### config.mk
export PLATFORM = sky130hd
export DESIGN_NAME = text_renderer
export DESIGN_NICKNAME = d
export VERILOG_FILES = /design/src/rtl/text_renderer.sv
export SDC_FILE = /design/constraint.sdc
export NUM_CORES = 1
export LEC_CHECK = 0
export ABC_AREA = 1
export BUFFER_PORTS_ARGS = -buffer_cell sky130_fd_sc_hd__buf_2
export CAP_MARGIN = 20
export CORE_AREA = 3 3 59 83
export CTS_BUF_LIST = sky130_fd_sc_hd__clkbuf_16
export CTS_CLUSTER_DIAMETER = 150
export CTS_CLUSTER_SIZE = 16
export DETAILED_ROUTE_END_ITERATION = 8
export DIE_AREA = 0 0 62 86
export PLACE_DENSITY = 0.82
export SYNTH_ARGS = -nofsm -noshare
export SYNTH_HDL_FRONTEND = slang
export SYNTH_SLANG_ARGS = --single-unit
### constraint.sdc
create_clock -name clk -period 1.41 [get_ports clk]
set_input_delay 0.282 -clock clk [delete_from_list [all_inputs] [get_ports clk]]
set_output_delay 0.282 -clock clk [all_outputs]
set_load 0.03 [all_outputs]
### src/rtl/text_renderer.sv
// Font-ROM glyph renderer: two-stage pixel pipeline that merges text over
// the game background, with optional frame-rate blinking and aligned syncs.
module text_renderer #(
   parameter logic [11:0] FG_COLOR     = 12'hFFF,
   parameter int          BLINK_FRAMES = 30
) (
   input  logic        clk,
   input  logic        reset,
   input  logic        p_tick,
   input  logic        frame_tick,
   input  logic        blink_en,
   input  logic        video_on,
   input  logic        hsync_in,
   input  logic        vsync_in,
   input  logic        text_on,
   input  logic [10:0] rom_addr,
   input  logic [2:0]  bit_addr,
   input  logic [11:0] game_rgb,
   output logic [10:0] font_addr,
   input  logic [7:0]  font_data,
   output logic [11:0] rgb,
   output logic        hsync_out,
   output logic        vsync_out
);

   localparam int CNT_W = $clog2(BLINK_FRAMES + 1);
   localparam logic [CNT_W-1:0] LAST_CNT = CNT_W'(BLINK_FRAMES - 1);

   logic [2:0]       bit_addr_s1;
   logic             text_on_s1;
   logic             video_on_s1;
   logic             hsync_s1;
   logic             vsync_s1;
   logic [11:0]      game_rgb_s1;
   logic [CNT_W-1:0] blink_cnt;
   logic             visible;
   logic             pix;
   logic [11:0]      rgb_next;

   // bit 7 of the ROM row is the leftmost column, so column c maps to 7-c
   always_comb begin
      pix      = font_data[~bit_addr_s1];
      rgb_next = game_rgb_s1;
      if (!video_on_s1)
         rgb_next = '0;
      else if (text_on_s1 && pix && visible)
         rgb_next = FG_COLOR;
   end

   always_ff @(posedge clk) begin
      if (reset) begin
         font_addr   <= '0;
         bit_addr_s1 <= '0;
         text_on_s1  <= 1'b0;
         video_on_s1 <= 1'b0;
         hsync_s1    <= 1'b1;
         vsync_s1    <= 1'b1;
         game_rgb_s1 <= '0;
         rgb         <= '0;
         hsync_out   <= 1'b1;
         vsync_out   <= 1'b1;
      end else if (p_tick) begin
         font_addr   <= rom_addr;
         bit_addr_s1 <= bit_addr;
         text_on_s1  <= text_on;
         video_on_s1 <= video_on;
         hsync_s1    <= hsync_in;
         vsync_s1    <= vsync_in;
         game_rgb_s1 <= game_rgb;
         rgb         <= rgb_next;
         hsync_out   <= hsync_s1;
         vsync_out   <= vsync_s1;
      end
   end

   // blink state runs every clk so frame_tick is never missed between pixels
   always_ff @(posedge clk) begin
      if (reset || !blink_en) begin
         blink_cnt <= '0;
         visible   <= 1'b1;
      end else if (frame_tick) begin
         if (blink_cnt == LAST_CNT) begin
            blink_cnt <= '0;
            visible   <= ~visible;
         end else begin
            blink_cnt <= blink_cnt + CNT_W'(1);
         end
      end
   end

endmodule

## Word-level counts from Yosys, hierarchy flattened

Index checks and enable logic that the tools add are counted.

| word-level totals | value |
|---|---|
| bits in registers | 50 |
| output and inout port bits | 25 |

| operators by class | value |
|---|---|
| magnitude comparators | 1 |
| reductions and logical operators | 5 |
| bitwise logic cells | 2 |
| eq/ne operators | 1 |
| mux-type cells | 5 |
| add/sub/neg operators | 1 |

Operator list:

| kind | number |
|---|---|
| $mux 12 | 2 |
| $add 5x1->5 const B | 1 |
| $eq 5x5->1 const B | 1 |
| $mux 5 | 1 |
| $lt 3x4->1 const B | 1 |
| $bmux 1 s3 | 1 |
| $not 3->3 | 1 |
| $logic_and 1x1->1 | 2 |
| $reduce_and 2->1 | 1 |
| $logic_not 1->1 | 1 |
| $logic_or 1x1->1 | 1 |
| $mux 1 | 1 |
| $not 1->1 | 1 |

## Logic depth before layout (Yosys ltp)

| logic depth | value |
|---|---|
| depth after elaboration | 7 |
| depth in mapped cells | 10 |

## Least setup slack after synthesis

No wires, ideal clock.

| timing path | value |
|---|---|
| kind | register -> register |
| from | register bit_addr_s1[0] |
| to | register rgb[0] |
| slack | 0.244 ns |
| stages on the path, launching flop included | 11 |
| library setup time | 0.143 ns |
| arrival time | 1.023 ns |
| path buffers | 1 |
| path through | dfxtp_1 > inv_2 > nand2_1 > nand3_1 > nand2_1 > nand2_1 > nand3_2 > buf_6 > nand2_2 > nand2_2 > a21oi_2 |

| between the ends | value |
|---|---|
| longest elaborated chain between the ends | 7 |

Ends and longest elaborated chain:

| what | RTL line | source |
|---|---|---|
| start: declaration | 29 | `logic [2:0] bit_addr_s1;` |
| start signal: assignment | 64 | `bit_addr_s1 <= bit_addr;` |
| $not 3->3 | 42 | `pix = font_data[~bit_addr_s1];` |
| $bmux 1 s3 | 42 |  |
| $mux 1 (implied by the code) | 42 |  |
| $logic_and 1x1->1 (2 in a row) | 46 | `else if (text_on_s1 && pix && visible)` |
| $mux 12 | 46 |  |
| $mux 12 | 44 | `if (!video_on_s1)` |
| end signal: assignment | 70 | `rgb <= rgb_next;` |
| end: declaration | 21 | `output logic [11:0] rgb,` |

Every way passes these cells. The select of a mux whose other input is x is not followed.
A chain may end at the register's enable or synchronous reset.

## Worst setup path after layout

| timing path | value |
|---|---|
| from | register bit_addr_s1[0] |
| to | register rgb[5] |

Same word-level chain as after synthesis.

==> impl_metrics.yaml <==
status:
  outcome: "finished, final reports clean"
pwr:
  p_int_uw: 2280
  p_switching_uw: 767
  p_leak_uw: 0.00120
  pwr-share-seq_pct: 49.8
  combPwrFrac_pct: 13.7
  power.density_mw_per_mm2: 1190
  vdd_drop_max_mv: 0.922
  pwr-share-clk_pct: 36.5
  switching_share_pct: 25.2
floorplanning:
  fp.dieW_microns: 62
  ios: 68
  start_util_pct: 48.0
  die_area_sq_mm: 0.00533
  die_height_microns: 86
  core_area_sq_mm: 0.00424
  rows: 28
final_layout:
  seq_area_sq_mm: 0.00100
  final_layout_size_suffix_gt1_share_pct: 34.6
  area_delta_synth_final_pct: 26.2
  fin_area_sq_mm: 0.00257
  multiInputGateArea_sq_um: 870
  layoutNonFillerInstCount: 387
  antenna_cells: 0
  final_nets: 371
  fill_cells: 393
worst_setup_path:
  r2r-end: "rgb[5]$_SDFFE_PP0P_"
  cp-start-kind: "register"
  crit_path_start: "bit_addr_s1[0]$_SDFFE_PP0P_"
  r2r_setup_slack_ns: 0.16
  path_max_fanout: 12
  cp_data_arrival_time_ns: 1.47
  crit_type: "register to register"
  end_kind: "register"
  rr_worst_depth: 9
  critPathRequiredTime_ns: 1.63
  r2r_start: "bit_addr_s1[0]$_SDFFE_PP0P_"
timing:
  slew_headroom_pct: 80.4
  fin_hold_ws_ns: 0.218
  drv_slew: 0
  finalSetupViolations: 0
  worst_pin_slew_ns: 0.293
  timing_hold_violations_final: 0
  period_minus_slack_ns: 1.25
  setup_tns_ns: 0
  fin_skew_ns: 0.00153
  finalCritPeriodShare_pct: 88.5
  timing.fmax_mhz: 802
  rsz0062_at_grt: "false"
route:
  dr.pass1.iters: 4
  route.vias.total: 1853
  wl_met3_microns: 225
  routed_wl_mm: 4.20
  detail_route.wl_per_cell_microns: 10.9
  vias_per_cell: 4.79
  met1_length_mm: 1.74
  drt_iter0_drc: 76
  maxUsedRoutingLayer: "met4"
  dr_wl_met2_mm: 2.18
  ant_nets: 0
  drc: 0
synthesis:
  syn_area_per_cell_sq_um: 7.82
  yosys.area_share.simple_pct: 24.3
  netlist_area_sq_mm: 0.00203
  synth-seq-cells: 50
  synth-xor-area-share_pct: 0.862
  yosysMostFrequentCell: "dfxtp_1"
  synth_top_area_cell: "dfxtp_1"
  yosys-mux-area-fraction_pct: 0
  synth_top_area_share_pct: 49.2
  synth_top_family_by_area: "simple AND/OR/NAND/NOR gates"
  synth_cell_types: 22
  ys_top_cells_by_count: "dfxtp_1 (50), nand2_1 (42), nor2_1 (33)"
  synth_cells: 260
  synth_area_leaders: "dfxtp_1 (49%), nand2_1 (7.8%), nand2_2 (6.2%), nor2_1 (6.1%), o21ai_0 (5.7%)"
  async_flop_share_pct: 0
  ys_dominant_reg_cell: "dfxtp_1"
  synth_compound_area_share_pct: 16.0
  yosysSeqAreaShare_pct: 49.2
  yosys_warnings: 0
  synth_edf_count: 0
  synth_adder_area_share_pct: 1.23
  synth_fp_nets: 305
clock_tree:
  cts-root-buf: "clkbuf_16"
  htree_levels: 2
  clkLatencyLatePin_ns: 0.28
  cts_tree: "built"
  clkTransAtPathRegs_ns: 0.06
  clkSinkCount: 50
  cts_buffers: 5
  cts_max_path_buffers: 2
global_route:
  antenna_found_initial: 0
  grt-ovfl-total: 0
  grt_first_pass_wirelength_mm: 6.86
  grt_usage_pct: 16.7
  grt_pass1_vias: 1688
  grt_max_degree: 42
hold_path:
  hold_path_end: "hsync_s1$_SDFFE_PP1P_"
  hold_path_depth: 3
  hold_class: "input pin to register"
  worstHoldStart: "hsync_in"
placement:
  place_hpwl_mm: 3.09
  place_area_sq_mm: 0.00242
  gp_routability_congestion: 0.733
  dpl.cell_count: 379
  numPortBuffers: 67
job:
  max-cap-violations: 0
-- placed cells by master (no fill, tap or decap) --
| cell type | synthesis | final |
|---|---|---|
| o21ai_1 | 5 | 5 |
| xor2_1 | 2 | 2 |
| a211oi_1 | 1 | 1 |
| nand3_4 | 0 | 1 |
| nand2_2 | 20 | 20 |
| a21oi_1 | 18 | 18 |
| nor2_1 | 33 | 33 |
| nor3_1 | 3 | 3 |
| inv_1 | 20 | 21 |
| buf_12 | 1 | 1 |
| o21ai_0 | 23 | 23 |
| buf_4 | 0 | 5 |
| inv_2 | 3 | 3 |
| ha_1 | 2 | 2 |
| nand3_1 | 11 | 11 |
| clkinv_1 | 1 | 2 |
| nor3b_1 | 1 | 1 |
| nand2_1 | 42 | 42 |
| clkinv_2 | 0 | 1 |
| clkbuf_16 | 0 | 5 |
| a21oi_2 | 10 | 10 |
| dfxtp_1 | 50 | 50 |
| buf_2 | 3 | 67 |
-- area by class of cell --
type / instances / share of cell area (%)
multi-input cells: 172 / 33.9
clock buffers: 5 / 4.88
inverters: 24 / 3.51
well taps: 60 / 2.93
flip-flops and latches: 50 / 39.0
repair buffers: 73 / 15.3
clock inverters: 3 / 0.488
-- metal layers --
layer	vias to the layer above	track usage, %
li1	957	-
met1	842	19.1
met2	49	29.1
met3	5	3.16
met4	0	6.95
met5	-	0
-- how the worst max path moves through the flow --
stage	slack, ns	endpoint	cells past startpoint
2_1_floorplan	0.24	rgb[0]$_SDFFE_PP0P_	10
4_1_cts	0.03	rgb[5]$_SDFFE_PP0P_	9
5_1_grt	0.007	rgb[3]$_SDFFE_PP0P_	9
3_5_place_dp	0.06	rgb[5]$_SDFFE_PP0P_	9
6_report	0.16	rgb[5]$_SDFFE_PP0P_	9
3_3_place_gp	0.1	rgb[2]$_SDFFE_PP0P_	9
-- through the flow --
stage	power [uW]	util [%]	worst slack (ns)
floorplan	1830	-	0.244
global placement	1950	57.1	0.0968
detailed placement	1970	57.1	0.0591
CTS	3080	60.4	0.0348
global route	3200	60.5	0.00702
finish	3050	60.5	0.163
-- cell families after synthesis --
kind of cell / count (synthesis)
compound gates: 57
simple gates: 111
fa+ha+maj: 2
flops: 50
buf+inv: 38
xor+xnor: 2
-- power by group through the flow --
stage                     Combinational [uW]  Sequential, uW  Clock [uW]
after floorplan                          217            1610           0
after global placement                   407            1550           0
after detailed placement                 417            1550           0
after CTS                                418            1520        1150
after global routing                     465            1530        1200
final                                    417            1520        1110
-- critical path, stage by stage, from the launching register on --
cell and delay (ns):
dfxtp_1 0.35, inv_2 0.10, nand2_1 0.06, nand3_1 0.06
nand2_1 0.05, nand2_1 0.09, nand3_4 0.19, nand2_2 0.12
nand2_2 0.05, a21oi_2 0.11
-- registers in the layout, summed over array words and instances (netlist names) --
register and count:
blink_cnt 5, bit_addr_s1 3, hsync_out 1, font_addr 11, visible 1, hsync_s1 1
game_rgb_s1 12, video_on_s1 1, vsync_out 1, text_on_s1 1, vsync_s1 1, rgb 12
-- repair_timing --
action,in CTS,in global routing
gates resized for setup,0,1
endpoints found under the setup margin,0,12
setup buffers,0,0
hold buffers,0,0
Power figures use the tool's default switching activity.
